File: config.mk
export PLATFORM = sky130hd
export DESIGN_NAME = uart_rx_fifo
export DESIGN_NICKNAME = d
export VERILOG_FILES = /design/src/rtl/uart_rx_fifo_pkg.sv /design/src/rtl/uart_rx_fifo_sync_fifo.sv /design/src/rtl/uart_rx_fifo.sv
export SDC_FILE = /design/constraint.sdc
export NUM_CORES = 1
export LEC_CHECK = 0
export BUFFER_PORTS_ARGS = -buffer_cell sky130_fd_sc_hd__buf_4
export CAP_MARGIN = 10
export CORE_MARGIN = 4
export CORE_UTILIZATION = 30
export DETAILED_ROUTE_END_ITERATION = 8
export HOLD_SLACK_MARGIN = 0.08
export PLACE_DENSITY = 0.5
export SYNTH_ARGS = -nofsm -noshare
export SYNTH_HDL_FRONTEND = slang
export SYNTH_SLANG_ARGS = --single-unit
File: constraint.sdc
create_clock -name clk -period 3.5 [get_ports clk]
set_clock_uncertainty 0.2 [all_clocks]
set_input_delay 0.175 -clock clk [delete_from_list [all_inputs] [get_ports clk]]
set_output_delay 0.175 -clock clk [all_outputs]
set_load 0.03 [all_outputs]
File: src/rtl/uart_rx_fifo_pkg.sv
// Shared types and constants for the UART receive path.
package uart_pkg;
    typedef enum logic [1:0] {IDLE, START, DATA, STOP} rx_state_t;
    localparam int DATA_W = 8;
    localparam int DEF_CLKS_PER_BIT = 434;
endpackage

File: src/rtl/uart_rx_fifo_sync_fifo.sv
// Show-ahead synchronous FIFO; head entry is visible on dout without a pop.
module sync_fifo #(
    parameter int DEPTH = 8,
    parameter int WIDTH = 8
) (
    input  logic             clk,
    input  logic             reset,
    input  logic             push,
    input  logic             pop,
    input  logic [WIDTH-1:0] din,
    output logic [WIDTH-1:0] dout,
    output logic             empty,
    output logic             full,
    output logic             drop
);
    localparam int AW = $clog2(DEPTH);

    logic [AW:0]      wr_ptr_q, wr_ptr_d;
    logic [AW:0]      rd_ptr_q, rd_ptr_d;
    logic [WIDTH-1:0] mem_q [DEPTH];
    logic [WIDTH-1:0] mem_d [DEPTH];
    logic             do_push, do_pop;

    assign empty   = (wr_ptr_q == rd_ptr_q);
    assign full    = (wr_ptr_q[AW] != rd_ptr_q[AW]) && (wr_ptr_q[AW-1:0] == rd_ptr_q[AW-1:0]);
    assign do_pop  = pop && !empty;
    // A simultaneous pop frees the head slot, so a push into a full FIFO still lands.
    assign do_push = push && (!full || do_pop);
    assign drop    = push && full && !do_pop;
    assign dout    = empty ? '0 : mem_q[rd_ptr_q[AW-1:0]];

    always_comb begin
        mem_d    = mem_q;
        wr_ptr_d = wr_ptr_q;
        rd_ptr_d = rd_ptr_q;
        if (do_push) begin
            mem_d[wr_ptr_q[AW-1:0]] = din;
            wr_ptr_d = wr_ptr_q + 1'b1;
        end
        if (do_pop) begin
            rd_ptr_d = rd_ptr_q + 1'b1;
        end
    end

    always_ff @(posedge clk) begin
        if (reset) begin
            wr_ptr_q <= '0;
            rd_ptr_q <= '0;
            for (int i = 0; i < DEPTH; i++) mem_q[i] <= '0;
        end else begin
            wr_ptr_q <= wr_ptr_d;
            rd_ptr_q <= rd_ptr_d;
            mem_q    <= mem_d;
        end
    end
endmodule

File: src/rtl/uart_rx_fifo.sv
// 8N1 UART receiver feeding a show-ahead byte FIFO, with sticky framing/overrun flags.
//
// state | meaning
// IDLE  | line idle, waiting for rx_s low
// START | half-bit wait, then confirm start bit (reject glitch)
// DATA  | sample 8 data bits at mid-bit, LSB first
// STOP  | sample stop bit; push byte or flag framing error
module uart_rx_fifo
    import uart_pkg::*;
#(
    parameter int CLKS_PER_BIT = DEF_CLKS_PER_BIT,
    parameter int FIFO_DEPTH   = 8
) (
    input  logic              clk,
    input  logic              reset,
    input  logic              rx,
    input  logic              uldrxdata,
    input  logic              errclr,
    output logic [DATA_W-1:0] rxdata,
    output logic              rxempty,
    output logic              rxfull,
    output logic              ferr,
    output logic              overrun
);
    localparam int CW = $clog2(CLKS_PER_BIT);
    localparam logic [CW-1:0] BAUD_LAST = CW'(CLKS_PER_BIT - 1);
    localparam logic [CW-1:0] HALF_LAST = CW'(CLKS_PER_BIT / 2 - 1);

    rx_state_t         state_q, state_d;
    logic              rx_s1_q, rx_s1_d, rx_s2_q, rx_s2_d;
    logic [CW-1:0]     baud_q, baud_d;
    logic [2:0]        bit_idx_q, bit_idx_d;
    logic [DATA_W-1:0] shift_q, shift_d;
    logic              push_q, push_d;
    logic              ferr_q, ferr_d;
    logic              overrun_q, overrun_d;
    logic              rx_s, ferr_set, drop;

    assign rx_s = rx_s2_q;

    always_comb begin
        rx_s1_d   = rx;
        rx_s2_d   = rx_s1_q;
        state_d   = state_q;
        baud_d    = baud_q + 1'b1;
        bit_idx_d = bit_idx_q;
        shift_d   = shift_q;
        push_d    = 1'b0;
        ferr_set  = 1'b0;
        case (state_q)
            IDLE: begin
                baud_d    = '0;
                bit_idx_d = '0;
                if (!rx_s) state_d = START;
            end
            START: begin
                if (baud_q == HALF_LAST) begin
                    baud_d  = '0;
                    state_d = rx_s ? IDLE : DATA;
                end
            end
            DATA: begin
                if (baud_q == BAUD_LAST) begin
                    baud_d            = '0;
                    shift_d[bit_idx_q] = rx_s;
                    if (bit_idx_q == 3'd7) state_d = STOP;
                    else                   bit_idx_d = bit_idx_q + 1'b1;
                end
            end
            STOP: begin
                if (baud_q == BAUD_LAST) begin
                    baud_d   = '0;
                    state_d  = IDLE;
                    push_d   = rx_s;
                    ferr_set = !rx_s;
                end
            end
            default: state_d = IDLE;
        endcase
        // Set events take priority over a same-cycle clear.
        ferr_d    = ferr_set ? 1'b1 : (errclr ? 1'b0 : ferr_q);
        overrun_d = drop     ? 1'b1 : (errclr ? 1'b0 : overrun_q);
    end

    always_ff @(posedge clk) begin
        if (reset) begin
            state_q   <= IDLE;
            rx_s1_q   <= 1'b1;
            rx_s2_q   <= 1'b1;
            baud_q    <= '0;
            bit_idx_q <= '0;
            shift_q   <= '0;
            push_q    <= 1'b0;
            ferr_q    <= 1'b0;
            overrun_q <= 1'b0;
        end else begin
            state_q   <= state_d;
            rx_s1_q   <= rx_s1_d;
            rx_s2_q   <= rx_s2_d;
            baud_q    <= baud_d;
            bit_idx_q <= bit_idx_d;
            shift_q   <= shift_d;
            push_q    <= push_d;
            ferr_q    <= ferr_d;
            overrun_q <= overrun_d;
        end
    end

    sync_fifo #(
        .DEPTH (FIFO_DEPTH),
        .WIDTH (DATA_W)
    ) u_fifo (
        .clk   (clk),
        .reset (reset),
        .push  (push_q),
        .pop   (uldrxdata),
        .din   (shift_q),
        .dout  (rxdata),
        .empty (rxempty),
        .full  (rxfull),
        .drop  (drop)
    );

    assign ferr    = ferr_q;
    assign overrun = overrun_q;
endmodule

Word level (Yosys, flattened, before mapping) --
Cells that the tools add are included.
Word-level totals: flip-flop bits (word level) 99, input port bits 5, output and inout port bits 12, logic and storage cells 96
Cells by class: $add $sub $neg 4, order comparisons 5, eq/ne operators 15, mux-type cells 28, bitwise logic cells 4, reduce and logical (&&, ||, !) cells 21
Operators by type and width (count):
- $bwmux 64 | 1
- $mux 8 | 4
- $pmux 9 s3 | 1
- $bmux 8 s3 | 1
- $demux 8 s3 | 1
- $mux 9 | 2
- $mux 2 | 6
- $ne 2x2->1 const B | 6
- $add 9x1->9 const B | 1
- $eq 9x8->1 const B | 1
- $eq 9x9->1 const B | 1
- $add 4x1->4 const B | 2
- $bwmux 8 | 1
- $ge 4x4->1 const B | 2
- $not 3->4 | 2
- $pmux 2 s4 | 1
- $logic_and 1x1->1 | 7
- $mux 1 | 6
- $mux 3 | 2
- $pmux 3 s2 | 1
- $reduce_bool 2->1 | 3
- $reduce_and 5->1 | 1
- $eq 2x2->1 const B | 2
- $eq 4x4->1 | 1
- 17 further kinds | 21

Longest topological paths before layout --
word-level depth 6, mapped depth 7

Cells and area by module --
Synthesis repeated with hierarchy kept, for this count alone.
Second synthesis, totals: cells, all modules 484, area total of the unflattened synthesis 4913.5 um^2
Modules (own cells, without submodules):
- sync_fifo | times used 1, cells an instance 338, area an instance 3568.4 um^2, seq. area each 1441.4 um^2
- uart_rx_fifo | times used 1, cells an instance 146, area an instance 1345.0 um^2, seq. area each 540.5 um^2

Worst setup path after synthesis --
Ideal clock, no wire load.
path type register -> output, start reg u_fifo.wr_ptr_q[1], end out rxdata[0], arrival 1996 ps, required time 3125 ps, slack 1129 ps, cell stages (with the launch flop) 5, buffers on the path 1, cell sequence dfxtp_1 > buf_4 > xor2_2 > nor4_2 > nor2_1
Between the ends: cells in the longest elaborated chain, start to end 2
RTL lines:
- start: declaration | RTL line uart_rx_fifo_sync_fifo.sv:18 | logic [AW:0] wr_ptr_q, wr_ptr_d;
- start signal: assignment | RTL line uart_rx_fifo_sync_fifo.sv:51 | wr_ptr_q <= wr_ptr_d;
- $eq 4x4->1 | RTL line uart_rx_fifo_sync_fifo.sv:24 | assign empty = (wr_ptr_q == rd_ptr_q);
- via rxempty | RTL line uart_rx_fifo.sv:20 | output logic rxempty,
- $mux 8 | RTL line uart_rx_fifo_sync_fifo.sv:30 | assign dout = empty ? '0 : mem_q[rd_ptr_q[AW-1:0]];
- end: declaration | RTL line uart_rx_fifo.sv:19 | output logic [DATA_W-1:0] rxdata,
The timed path passes the listed nets, and every way through them passes these cells.

Worst setup path after layout --
start reg baud_q[0], end reg ferr_q, in the netlist ferr
Between the ends: cells in the longest elaborated chain, start to end 4, elaborated cells on any way between the ends 5, those cells by class 1 x eq/ne; 3 x mux; 1 x reduce/logical
RTL lines:
- start: declaration | RTL line uart_rx_fifo.sv:31 | logic [CW-1:0] baud_q, baud_d;
- start signal: assignment | RTL line uart_rx_fifo.sv:100 | baud_q <= baud_d;
- $eq 9x9->1 (*) | RTL line uart_rx_fifo.sv:71 | if (baud_q == BAUD_LAST) begin
- $mux 1 (*) | RTL line uart_rx_fifo.sv:71
- $mux 1 (*) | RTL line uart_rx_fifo.sv:50 | case (state_q)
- $mux 1 / $reduce_bool 2->1 (equally long branches)
- end signal: assignment | RTL line uart_rx_fifo.sv:104 | ferr_q <= ferr_d;
- end: declaration | RTL line uart_rx_fifo.sv:35 | logic ferr_q, ferr_d;
Mark *: on every way between the ends. The rest lies on a longest branch, timed or not. A chain may end at the register's enable or synchronous reset.

==> out/qor.yml <==
synthFlopType: "dfxtp_1"
p_per_area_nw_per_um2: 403
die-width_um: 133
drive_gt1_frac: 0.141
end_kind: "register"
drt_pass1_iterations: 4
synth_top_area_cell: "dfxtp_1"
insertion_delay_ns: 0.35
synth_cell_type_count: 52
worstPathCellList: "ha_1, nand2_1, nor4_2, nand4_1, a21oi_1, dlygate4sd3_1"
clk_pin_slew_ns: 0.07
r2r_setup_slack_ns: 1.01
ys_ff_latch: 99
p_clk_frac: 0.446
num_vias: 3353
setup_ws_ns: 1.01
cp_data_required_time_ns: 3.60
p_leak_nw: 2.17
root_buffer: "clkbuf_16"
hold_violations: 0
synth_area_um2: 4660
cts_tree: "done"
clock_sinks: 99
holdPathEnd: "rx_s$_SDFF_PP1_"
hp-start: "rx_s1_q$_SDFF_PP1_"
io_pins: 17
peakVddDrop_mv: 0.267
place.port_buffers: 16
rr_worst_depth: 6
crit_buf_inv: 1
seq_power_share: 0.537
pre_cts_ws_ns: 1.26
place_area_um2: 4890
p_sw_uw: 478
row_count: 45
ys_warn_count: 0
ys_top_cells_by_area: "dfxtp_1 (43%), mux2i_1 (17%), mux4_2 (7.7%)"
total_power_mw: 2.11
max_slew.worst_pin.slew_ns: 0.838
diodes: 0
async_reset_ff_frac: 0
post-route-min-period_ns: 2.49
dieArea_um2: 17600
drt_wl_total_mm: 10.3
p_int_mw: 1.63
nets: 483
slew_headroom: 0.437
setup_viol: 0
syn_area_per_cell_um2: 10.1
gp_congestion: 0.735
postRouteAntennaNets: 0
critPathArrivalTime_ns: 2.58
cts_made_buffers: 9
tns_ns: 0
initial_core_util: 0.307
status: "complete, no violations"
r2r-start: "baud_q[0]$_SDFF_PP0_"
reg2reg_to: "ferr$_SDFFE_PP0P_"
globalRouteOverflowTotal: 0
syn2layout_area_growth_pct: 12.0
utilization: 0.343
cp_max_fo: 9
worstHoldPathCells: 1
grt.total_usage: 0.125
slew_viol_final: 0
period_share: 0.710
first_global_vias: 3325
dp_hpwl_mm: 6.73
vias_per_cell: 5.05
cpPeakStageDelay_ns: 0.71
antenna_found_initial: 0
yosys.area.top_type_share: 0.425
cp.depth: 6
fmax_mhz: 402
drc: 0
synthCells: 463
path_class: "register to register"
seq_area_frac_synth: 0.425
drt_iter0_markers: 169
synth_common_cells: "dfxtp_1 (99), nand2_1 (89), mux2i_1 (81)"
cts_buffer_depth: 2
critPathLaunchType: "register"
hold_path_class: "register to register"
grt_pass1_wl_mm: 17.5
cp_top_family: "simple AND/OR/NAND/NOR gates"
comb_power_share: 0.017
final_cell_area_um2: 5220
slowest_stage: "nor4_2"
switching_share: 0.227
htreeDepth: 3
synth_enable_flop_cells: 0
cap_violations: 0
synth_nets: 475
core_um2: 15200
grt_setup_unrepaired: "false"
wl_per_cell_um: 15.5
grt_start_max_net_pins: 44
fp.dieH_um: 133
yosysMostFrequentCell: "dfxtp_1"
-- worst max path at each step --
stage / start / end
after floorplan: u_fifo.wr_ptr_q[1]$_SDFFE_PP0P_ / rxdata[0]
after global placement: baud_q[0]$_SDFF_PP0_ / bit_idx_q[0]$_SDFFE_PP0P_
after detailed placement: baud_q[0]$_SDFF_PP0_ / bit_idx_q[0]$_SDFFE_PP0P_
after CTS: u_fifo.rd_ptr_q[0]$_SDFFE_PP0P_ / rxdata[2]
after global routing: baud_q[0]$_SDFF_PP0_ / ferr$_SDFFE_PP0P_
final: baud_q[0]$_SDFF_PP0_ / ferr$_SDFFE_PP0P_
-- registers in the layout, summed over array words and instances, names as in the netlist, named ones only --
register and flops:
ferr 1, shift_q 8, u_fifo.mem_q 64, bit_idx_q 3, push_q 1, state_q 1
overrun 1, baud_q 9, rx_s 1, u_fifo.rd_ptr_q 4, u_fifo.wr_ptr_q 4, rx_s1_q 1
-- kinds of logic after synthesis --
family | synth area share
compound gates | 0.0395
mux | 0.251
fa+ha+maj | 0.0188
flops | 0.425
buf+inv | 0.0456
simple gates | 0.184
xor+xnor | 0.0354
-- power groups by stage --
stage               logic, mW  registers (mW)  clock network (mW)
finish                 0.0364            1.13               0.938
global placement       0.0323            1.16                   0
CTS                    0.0369            1.13               0.970
detailed placement     0.0325            1.16                   0
global route           0.0404            1.13                1.01
floorplan              0.0254            1.15                   0
-- what timing repair did --
action                     in CTS  in global routing
hold buffers                    6                  0
hold endpoints to repair       16                  0
buffers inserted                0                  0
setup endpoints to repair       0                  0
resized for setup               0                  0
-- placed cells by master, fill, tap and decap left out, types with 3 or more instances in the layout --
cell type       n
nand4_2         3
inv_1          11
inv_6           3
xnor2_1         6
mux4_2         16
nand4b_1        3
nand3_1        10
a31oi_1         3
nor4_1          4
nand4_1         6
dfxtp_1        99
clkbuf_16       9
nand2b_1        3
or3_1           3
nor2_1         30
mux2i_1        81
ha_1            7
and3_1          5
nand2_1        89
dlygate4sd3_1   6
xor2_1          6
buf_4          21
a21oi_1         7
o211ai_1        3
nand3b_1        4
-- layout make-up --
type                       instances  area [um2]
clock inverter                     6        46.3
tap                              188         235
fill                            1538        9980
multi-input combinational        322        2470
inverter                          12        45.0
clock buffer                      10         229
sequential                        99        1980
timing repair buffer              27         218
-- layer usage --
metal  part of all wire  track usage
met5                  0            0
met3              0.032       0.0342
met1               0.47        0.158
met4              0.021       0.0427
met2               0.48        0.205
-- per-stage QoR --
| step | hold slack, ns | cells |
|---|---|---|
| after global placement | 0.168 | 642 |
| after CTS | 0.229 | 664 |
| after detailed placement | 0.171 | 642 |
| after floorplan | 0.0788 | 463 |
| after global routing | 0.242 | 664 |
| final | 0.222 | 664 |
Note: power is estimated with default switching activity, not from simulation.
